`src/rtl/controle_tentativas_pkg.sv`:
```
// Shared definitions for the safe's attempt/lockout controller:
// state encoding, datapath width and default timing/limit values.
package controle_tentativas_pkg;
   localparam int W = 4;

   typedef enum logic [1:0] {
      LIVRE     = 2'd0,
      ABERTO    = 2'd1,
      BLOQUEADO = 2'd2
   } estado_t;

   localparam int MAX_TENTATIVAS_DEF = 3;
   localparam int TEMPO_BLOQUEIO_DEF = 10;
   localparam int TEMPO_ABERTO_DEF   = 5;
endpackage

```
`src/rtl/somador4bits.sv`:
```
// 4-bit ripple-carry adder used as the controller's only arithmetic stage.
module somador4bits
   import controle_tentativas_pkg::*;
(
   input  logic [W-1:0] a_i,
   input  logic [W-1:0] b_i,
   input  logic         cin_i,
   output logic [W-1:0] s_o,
   output logic         cout_o
);
   logic [W:0] c;

   assign c[0] = cin_i;

   for (genvar i = 0; i < W; i++) begin : g_fa
      assign s_o[i]   = a_i[i] ^ b_i[i] ^ c[i];
      assign c[i+1]   = (a_i[i] & b_i[i]) | (c[i] & (a_i[i] ^ b_i[i]));
   end

   assign cout_o = c[W];
endmodule

```
`src/rtl/controle_tentativas.sv`:
```
// Attempt counter and lockout/open timer FSM for the digital safe.
// Counter increment and timer decrement both go through somador4bits.
module controle_tentativas
   import controle_tentativas_pkg::*;
#(
   parameter int MAX_TENTATIVAS = MAX_TENTATIVAS_DEF,
   parameter int TEMPO_BLOQUEIO = TEMPO_BLOQUEIO_DEF,
   parameter int TEMPO_ABERTO   = TEMPO_ABERTO_DEF
) (
   input  logic         clk,
   input  logic         rst,
   input  logic         verifica,
   input  logic         senha_ok,
   input  logic         tick,
   input  logic         fechar,
   output logic [W-1:0] tentativas,
   output logic [W-1:0] tempo_restante,
   output logic         aberto,
   output logic         bloqueado,
   output logic         erro
);
   localparam logic [W-1:0] MAX_T = W'(MAX_TENTATIVAS);
   localparam logic [W-1:0] T_BLQ = W'(TEMPO_BLOQUEIO);
   localparam logic [W-1:0] T_ABR = W'(TEMPO_ABERTO);
   localparam logic [W-1:0] UM    = W'(1);

   estado_t      estado_q, estado_d;
   logic [W-1:0] tent_q, tent_d;
   logic [W-1:0] tempo_q, tempo_d;
   logic         erro_q, erro_d;
   logic [W-1:0] inc_s, dec_s;

   somador4bits u_inc (
      .a_i    (tent_q),
      .b_i    ('0),
      .cin_i  (1'b1),
      .s_o    (inc_s),
      .cout_o ()
   );

   // Adding all-ones without carry-in is a modulo-16 decrement.
   somador4bits u_dec (
      .a_i    (tempo_q),
      .b_i    ('1),
      .cin_i  (1'b0),
      .s_o    (dec_s),
      .cout_o ()
   );

   always_ff @(posedge clk or posedge rst) begin
      if (rst) begin
         estado_q <= LIVRE;
         tent_q   <= '0;
         tempo_q  <= '0;
         erro_q   <= 1'b0;
      end else begin
         estado_q <= estado_d;
         tent_q   <= tent_d;
         tempo_q  <= tempo_d;
         erro_q   <= erro_d;
      end
   end

   always_comb begin
      estado_d = estado_q;
      tent_d   = tent_q;
      tempo_d  = tempo_q;
      erro_d   = 1'b0;
      case (estado_q)
         LIVRE: begin
            if (verifica) begin
               if (senha_ok) begin
                  estado_d = ABERTO;
                  tent_d   = '0;
                  tempo_d  = T_ABR;
               end else begin
                  erro_d = 1'b1;
                  if (inc_s == MAX_T) begin
                     estado_d = BLOQUEADO;
                     tent_d   = MAX_T;
                     tempo_d  = T_BLQ;
                  end else begin
                     tent_d = inc_s;
                  end
               end
            end
         end
         ABERTO: begin
            if (fechar || (tick && tempo_q == UM)) begin
               estado_d = LIVRE;
               tempo_d  = '0;
            end else if (tick) begin
               tempo_d = dec_s;
            end
         end
         BLOQUEADO: begin
            if (tick) begin
               if (tempo_q == UM) begin
                  estado_d = LIVRE;
                  tent_d   = '0;
                  tempo_d  = '0;
               end else begin
                  tempo_d = dec_s;
               end
            end
         end
         default: begin
            estado_d = LIVRE;
            tent_d   = '0;
            tempo_d  = '0;
         end
      endcase
   end

   // Status flags decode the registered state, so they stay glitch-free.
   always_comb begin
      tentativas     = tent_q;
      tempo_restante = tempo_q;
      aberto         = (estado_q == ABERTO);
      bloqueado      = (estado_q == BLOQUEADO);
      erro           = erro_q;
   end
endmodule

```
`config.mk`:
```
export PLATFORM = sky130hd
export DESIGN_NAME = controle_tentativas
export DESIGN_NICKNAME = d
export VERILOG_FILES = /design/src/rtl/controle_tentativas_pkg.sv /design/src/rtl/somador4bits.sv /design/src/rtl/controle_tentativas.sv
export SDC_FILE = /design/constraint.sdc
export NUM_CORES = 1
export LEC_CHECK = 0
export BUFFER_PORTS_ARGS = -buffer_cell sky130_fd_sc_hd__buf_2
export CORE_MARGIN = 5
export CORE_UTILIZATION = 56
export CTS_CLUSTER_SIZE = 24
export DETAILED_ROUTE_END_ITERATION = 10
export PLACE_DENSITY = 0.82
export SYNTH_ARGS = -nofsm -noshare
export SYNTH_HDL_FRONTEND = slang
export SYNTH_SLANG_ARGS = --single-unit
```
`constraint.sdc`:
```
create_clock -name clk -period 3.55 [get_ports clk]
set_input_delay 0.8875 -clock clk [delete_from_list [all_inputs] [get_ports clk]]
set_output_delay 0.8875 -clock clk [all_outputs]
set_load 0.05 [all_outputs]
```
* Word level (Yosys, flattened, before mapping) *
Index checks and enable logic that the tools add are counted.
W data, S select, Z words.

word-level totals
  register bits = 11
  output and inout port bits = 11
  logic and storage cells = 62
  bits of input ports = 6

cells by class
  eq/ne operators = 10
  bitwise logic cells = 18
  reductions and logical operators = 6
  muxes and demuxes = 24

operators with widths
  kind                  number
  $mux W4               12
  $pmux W4 S3           2
  $mux W2               6
  $reduce_and A4 Y1     2
  $not A1 Y1            6
  $pmux W2 S3           1
  $xor A1 B1 Y1         6
  $reduce_and A5 Y1     1
  $and A1 B1 Y1         4
  $eq A4 B1 Y1 const B  1
  $eq A4 B2 Y1 const B  1
  $ne A2 B1 Y1 const B  2
  $ne A2 B2 Y1 const B  2
  $mux W1               3
  $ne A3 B2 Y1 const B  1
  $ne A3 B3 Y1 const B  1
  $eq A2 B1 Y1 const B  1
  $eq A2 B2 Y1 const B  1
  $logic_not A2 Y1      1
  $or A1 B1 Y1          2
  $logic_and A1 B1 Y1   1
  $logic_or A1 B1 Y1    1

* Depth between registers and ports, before layout *
Gate-level depths: netlist of the first run.

  word-level depth = 9
  gate-level depth with buffers = 6
  gate-level depth less buffers = 6

* Modules after synthesis *
From an unflattened synthesis of the first run, not the netlist that was laid out.

second synthesis, totals
  cells, all modules = 87
  area total of the unflattened synthesis = 874.6 µm²

by module, submodules not included
  module               times used  area each (µm²)  cells an instance
  controle_tentativas  1           639.4            59
  somador4bits         2           117.6            14

* Worst setup path after synthesis of the first run *
OpenSTA, ideal clock, no wires.

  path type = flip-flop to output port
  from = register estado_q[1]
  to = output aberto
  arrival time = 1.260 ns
  data required time = 2.663 ns
  path buffers = 1
  cell stages (with the launch flop) = 3
  setup slack = 1.403 ns
  cells stage by stage = dfrtp_1 buf_6 nor2b_1

between the ends
  cells in the longest elaborated chain, start to end = 1

RTL lines
  what                    line                        text
  from (decl)             controle_tentativas.sv:27   estado_t estado_q, estado_d;
  from (signal assigned)  controle_tentativas.sv:57   estado_q <= estado_d;
  $eq A2 B1 Y1            controle_tentativas.sv:119  aberto = (estado_q == ABERTO);
  to (decl)               controle_tentativas.sv:18   output logic aberto,

Every way passes these cells.

* Worst setup path in the final report of the first run *
  from = register estado_q[1]
  to = output bloqueado

between the ends
  cells in the longest elaborated chain, start to end = 1

RTL lines
  what          line                        text
  $eq A2 B2 Y1  controle_tentativas.sv:120  bloqueado = (estado_q == BLOQUEADO);
  to (decl)     controle_tentativas.sv:19   output logic bloqueado,

Every way passes these cells.

==> metrics.txt, run 1 <==
P&R area growth vs syn=13.2%; Avg WL per Cell=14.2 µm; Layout Nets=104; DRT Wirelength=1510 µm; initial antenna violation count=0; H-tree Lvls=1; Max-cap violations=0; die area=2230 µm²; Post-CTS Resized=0; I/O Buffers=16; TritonCTS clock tree=done; residual DRC count=0; Synth warnings=0; power per cell area=953 nW/µm²; CTS buffer count=3; cell with the most instances after synthesis=dfrtp_1; Post-DP Area=851 µm²; CP cell instances=nand2b_1, inv_1, buf_2; Worst IR Drop VDD=0.503 mV; min-delay worst type=flop to flop; HPWL Detailed=1140 µm; share of post-route cells with drive strength above 1=36.3%; Worst Path Arrival=1.48 ns; largest net degree at the start of global routing=14; Critical Path Fanout Max=13; Clock Path Buffers=2; fill count=110; Fin Clk Skew=0.00747 ns; via/cell ratio=5.64; status=finished, final reports clean; Synth top area share=35.5%; synth cell count leaders=11 x dfrtp_1, 7 x o21ai_1, 6 x ha_1, 6 x inv_1; Area contributors post-synth=dfrtp_1 36%, ha_1 9.7%, o21ai_1 4.5%, nand2b_1 4.0%, a22o_1 3.4%; Max Fclk=422 MHz; Final Worst Setup Slack=1.18 ns; Yosys top cell by area=dfrtp_1; CP Class=flop to primary output; sequential fraction of the synthesis area=35.5%; starting density of the core=59.5%; fin util=67.4%; number of enable flip-flop cells after synthesis=0; CP Capture Type=primary output; Clock Sinks=11; Mapped Cells=73; IO Pins=17; final period utilization=66.8%; hold_ws=0.526 ns; clock-pin slew on the worst setup and hold paths=0.06 ns; Critical Path Start Type=flop; final instance area=877 µm²; root buffer cell=clkbuf_4; Hold Vio Cnt, Final=0; Row Count=13; core box area=1300 µm²; global-route wire length before repair=2510 µm; Final setup viols=0; Mean Syn Cell Area=10.6 µm²; Slew Viols, Final=0; total track usage=16.4%; Die Wd=47.2 µm; detailed-route via count=598; global route overflow=0; Main synth FF type=dfrtp_1; Tightest Pin Transition=0.484 ns; Worst slew margin=67.7%; CP max stage cell=dfrtp_1; Crit path largest cell delay=0.64 ns; Clock Latency Late Sink=0.28 ns; vias in the first global route=570; Cell Area, Synth=774 µm²; Post-CTS Setup Inserts=0; GP Congestion=0.762; Post-Route Setup TNS=0 ns; detailed router's first-iteration violation count=7; Yosys reg bits=11; pre-CTS setup slack=1.48 ns; LEAKAGE=0.000445 µW; Post-synth ARST share=100%; Synthesized Nets=85; Detailed Routing Iterations Pass 1=4; die height=47.2 µm; RSZ-0062 raised after global routing=false; Hold Buf Count CTS=0; Distinct cells, synth=31; min Tclk post-route=2.37 ns; Worst EP required=2.66 ns; ant diodes=0; ANT nets after route=0
kinds of logic (layout without fill, tap and decap cells):
kind of cell / after synthesis / count (layout) / share of synthesized area, %
AOI/OAI and AO/OA: 20 / 20 / 22.9
and+or+nand+nor: 25 / 25 / 22.0
DFF: 11 / 11 / 35.5
xor gates and xnor gates: 1 / 1 / 1.13
muxes: 2 / 2 / 2.91
adders and majority gates: 6 / 6 / 9.69
buffers and inverters: 8 / 26 / 5.82
stage by stage:
stage               instances  power, µW
global route              106        903
finish                    106        836
CTS                       106        845
floorplan                  73        660
detailed placement        102        748
global placement          102        734
path summary, 6_finish.rpt:
path | startpoint | endpoint | slack [ns] | cells past startpoint
worst min register to register | tentativas[2] | tentativas[2] | 0.53 | 2
worst max register to register | tentativas[1] | tempo_restante[0] | 1.67 | 6
worst max-delay path | estado_q[1] | bloqueado | 1.18 | 3
max in group asynchronous | rst | tentativas[1] | 2.67 | 2
min in group asynchronous | rst | tempo_restante[1] | 0.58 | 2
worst min-delay path | tentativas[2] | tentativas[2] | 0.53 | 2
placed cells by master (no fill, tap or decap), types with 2 or more instances in the layout:
cell type   n
clkbuf_4    3
a22o_1      3
nand2_1     5
a21oi_1     2
nand2b_1    5
inv_1       6
nor2_1      4
nor2b_1     2
ha_1        6
buf_2      16
o21ai_1     7
dfrtp_1    11
registers in the layout, indices dropped and copies added, names as in the netlist:
| register | cells |
|---|---|
| erro | 1 |
| estado_q | 2 |
| tempo_restante | 4 |
| tentativas | 4 |
area by class of cell:
type,instances,area (µm²),share of cell area (%)
Tap cell,15,18.8,2.14
Sequential cell,11,275,31.4
Inverter,6,22.5,2.57
Timing Repair Buffer,16,80.1,9.13
Clock buffer,4,26.3,3.00
Multi-Input combinational cell,54,454,51.8
layer usage:
layer  GRT usage [%]  up-vias  part of all wire (%)
met5               0        -                     0
met4            4.97        0                   1.0
met3            6.13        2                   4.5
met2            26.3       14                    51
met1            20.5      284                    43
li1                -      298                     -
power breakdown:
part / internal [µW] / switching, µW / leakage (µW)
registers: 170 / 68.0 / 0.000143
clock network: 43.6 / 43.2 / 0.0000150
logic: 184 / 328 / 0.000287
critical path, delay by kind of cell (launching register included):
kind	cells	cell delay (ns)
flip-flops	1	0.64
AND/OR/NAND/NOR	1	0.22
buffers and inverters	2	0.35
Note: power is estimated with default switching activity, not from simulation.
==> run 2, diff against run 1 <==
Settings changed: ABC_AREA set to 1, CORE_UTILIZATION 56 to 52, PLACE_DENSITY 0.82 to 0.77.
Clock period 3.55 ns to 2.2 ns, I/O delays scaled along.
==> run 2 against run 1 <==
- cell count up 40%
- area after synthesis is 0.81% higher
- worst hold slack lost 0.25 ns
- non-clock buffer count is the same
- sequential power up 48%
- critical endpoint is now aberto
- global-route usage fell by 1.9 points
- largest cell class unchanged
- wire length rose by 10%
- clock-buffer cell count unchanged
- via count is 27% higher
- combinational power grew 89%
==> metrics.txt, run 2 <==
sequential fraction of the synthesis area=35.3% (was 35.5%); Net Sw Frac=58.0% (was 52.5%); Clock Latency Late Sink=0.26 ns (was 0.28 ns); combinational fraction of design power=66.4% (was 61.2%); power share of the clock group=9.3% (was 10.4%); Tightest Pin Transition=0.436 ns (was 0.484 ns); Die Wd=48.8 µm (was 47.2 µm); clock-pin slew on the worst setup and hold paths=0.07 ns (was 0.06 ns); Worst slew margin=70.9% (was 67.7%); status=finished, final reports clean (unchanged); Final setup viols=0 (unchanged); Layout Nets=145 (was 104); share of power burned in registers=24.2% (was 28.4%); final std cells w/o fill=148 (was 106); via/cell ratio=5.13 (was 5.64); Worst Path Arrival=1.34 ns (was 1.48 ns); Post-Route Setup TNS=0 ns (unchanged); Clock Path Buffers=2 (unchanged); HPWL Detailed=1390 µm (was 1140 µm); core box area=1470 µm² (was 1300 µm²); final instance area=907 µm² (was 877 µm²); R2R Setup Slk=0.56 ns (was 1.67 ns); DP Cell Count=144 (was 102); Post-CTS Resized=0 (unchanged); Distinct cells, synth=15 (was 31); Yosys reg bits=11 (unchanged); DRT Wirelength=1660 µm (was 1510 µm); Critical Path Start Type=flop (unchanged); Row Count=14 (was 13); Synth warnings=0 (unchanged); min-delay worst type=input port to async pin (was flop to flop); total track usage=14.5% (was 16.4%); starting density of the core=53.1% (was 59.5%); P_sw=845 µW (was 439 µW); Mapped Cells=112 (was 73); CP Capture Type=primary output (unchanged); detailed-route via count=759 (was 598); Detailed Routing Iterations Pass 1=4 (unchanged); commonest non-fill, non-tap cell in the layout=nand2_1 (was buf_2); Post-DP Area=881 µm² (was 851 µm²); CTS buffer count=3 (unchanged); Mean Syn Cell Area=6.97 µm² (was 10.6 µm²); P&R area growth vs syn=16.2% (was 13.2%); worst-case reg-to-reg path depth=8 (was 6); most frequent cells in the layout=36 x nand2_1, 16 x nand3_1, 16 x inv_1, 16 x buf_2, 11 x dfrtp_1 (was 16 x buf_2, 11 x dfrtp_1, 7 x o21ai_1); root buffer cell=clkbuf_4 (unchanged); Synth top area share=35.3% (was 35.5%); fill count=144 (was 110); largest net degree at the start of global routing=12 (was 14); GP Congestion=0.789 (was 0.762); Avg WL per Cell=11.2 µm (was 14.2 µm); IO Pins=17 (unchanged); Final Worst Setup Slack=0.314 ns (was 1.18 ns); cell with the most instances after synthesis=nand2_1 (was dfrtp_1); number of enable flip-flop cells after synthesis=0 (unchanged); Slew Viols, Final=0 (unchanged); final period utilization=85.7%; CP Class=flop to primary output (unchanged); r2r startpoint=tentativas[0] (was tentativas[1]); initial antenna violation count=0 (unchanged); Max-cap violations=0 (unchanged); pre-CTS setup slack=0.579 ns (was 1.48 ns); Main synth FF type=dfrtp_1 (unchanged); global route overflow=0 (unchanged); internal power=612 µW (was 397 µW); Area contributors post-synth=dfrtp_1 35%, nand2_1 17%, nand3_1 10%, ha_1 9.6%, inv_1 7.7% (was dfrtp_1 36%, ha_1 9.7%, o21ai_1 4.5%, nand2b_1 4.0%, a22o_1 3.4%); RSZ-0062 raised after global routing=false (unchanged); vias in the first global route=725 (was 570); Cell Area, Synth=781 µm² (was 774 µm²); die height=48.8 µm (was 47.2 µm); Yosys top cell by area=dfrtp_1 (unchanged); TritonCTS clock tree=done (unchanged); worst r2r dst=tempo_restante[1] (was tempo_restante[0]); min Tclk post-route=1.89 ns; global-route wire length before repair=2970 µm (was 2510 µm); residual DRC count=0 (unchanged); Critical Path Fanout Max=8 (was 13); Max Fclk=530 MHz; Fin Clk Skew=0.00385 ns (was 0.00747 ns); Worst IR Drop VDD=0.803 mV (was 0.503 mV); ANT nets after route=0 (unchanged); power per cell area=1610 nW/µm² (was 953 nW/µm²); Synthesized Nets=124 (was 85); share of post-route cells with drive strength above 1=20.5% (was 36.3%); I/O Buffers=16 (unchanged); Hold Buf Count CTS=0 (unchanged); synth cell count leaders=36 x nand2_1, 16 x inv_1, 16 x nand3_1, 11 x dfrtp_1, 7 x nor2_1 (was 11 x dfrtp_1, 7 x o21ai_1, 6 x ha_1, 6 x inv_1); LEAKAGE=0.000535 µW (was 0.000445 µW); ant diodes=0 (unchanged); H-tree Lvls=1 (unchanged); Post-synth ARST share=100% (unchanged); Hold Vio Cnt, Final=0 (unchanged); Post-CTS Setup Inserts=0 (unchanged); Clock Sinks=11 (unchanged); Worst EP required=1.65 ns (was 2.66 ns); detailed router's first-iteration violation count=25 (was 7); die area=2380 µm² (was 2230 µm²)
## run 2: routing by layer
metal / GRT usage, % / wire, µm
met5: 0 / 0
met1: 19.5 / 769
met3: 2.76 / 102
met2: 25.0 / 787
met4: 1.35 / 0
## run 2: final cells by class
| cell class | instances | area (µm²) | share of cell area (%) |
|---|---|---|---|
| Tap cell | 16 | 20.0 | 2.21 |
| Multi-Input combinational cell | 83 | 438 | 48.3 |
| Inverter | 18 | 67.6 | 7.45 |
| Clock buffer | 4 | 26.3 | 2.90 |
| Sequential cell | 11 | 275 | 30.3 |
| Timing Repair Buffer | 16 | 80.1 | 8.83 |
## run 2: power groups by stage
stage          sequential [µW]  clock, µW  combinational, µW
2_1_floorplan              536          0                580
3_3_place_gp               353          0                947
3_5_place_dp               356          0                970
4_1_cts                    353        139                972
5_1_grt                    366        151               1080
6_report                   353        136                968
## run 2: cells by family after synthesis
kind of cell,share of synthesized area [%]
AO/OA/AOI/OAI,4.49
adder cells (fa/ha/maj),9.62
AND/OR/NAND/NOR,42.0
buffers and inverters,8.65
flip-flops,35.3
## run 2: how the worst max path moves through the flow
stage / to / slack (ns) / from / cells past startpoint
after floorplan: tempo_restante[3] / 0.43 / tentativas[0] / 8
after global placement: tempo_restante[1] / 0.61 / tentativas[0] / 8
after detailed placement: tempo_restante[1] / 0.58 / tentativas[0] / 8
after CTS: aberto / 0.33 / estado_q[0] / 3
after global routing: aberto / 0.25 / estado_q[0] / 3
final: aberto / 0.31 / estado_q[0] / 3
## run 2: per-stage QoR
stage / total power, µW / hold WS, ns / util [%]
4_1_cts: 1470 / 0.291 / 61.6
3_5_place_dp: 1330 / 0.510 / 59.9
5_1_grt: 1600 / 0.301 / 61.6
2_1_floorplan: 1120 / 0.402 / -
3_3_place_gp: 1300 / 0.494 / 59.9
6_report: 1460 / 0.274 / 61.6
## run 2: worst max-delay path, stage by stage (launching register included)
cell	delay, ns
dfrtp_1	0.43
inv_2	0.08
nor2_2	0.24
buf_2	0.33
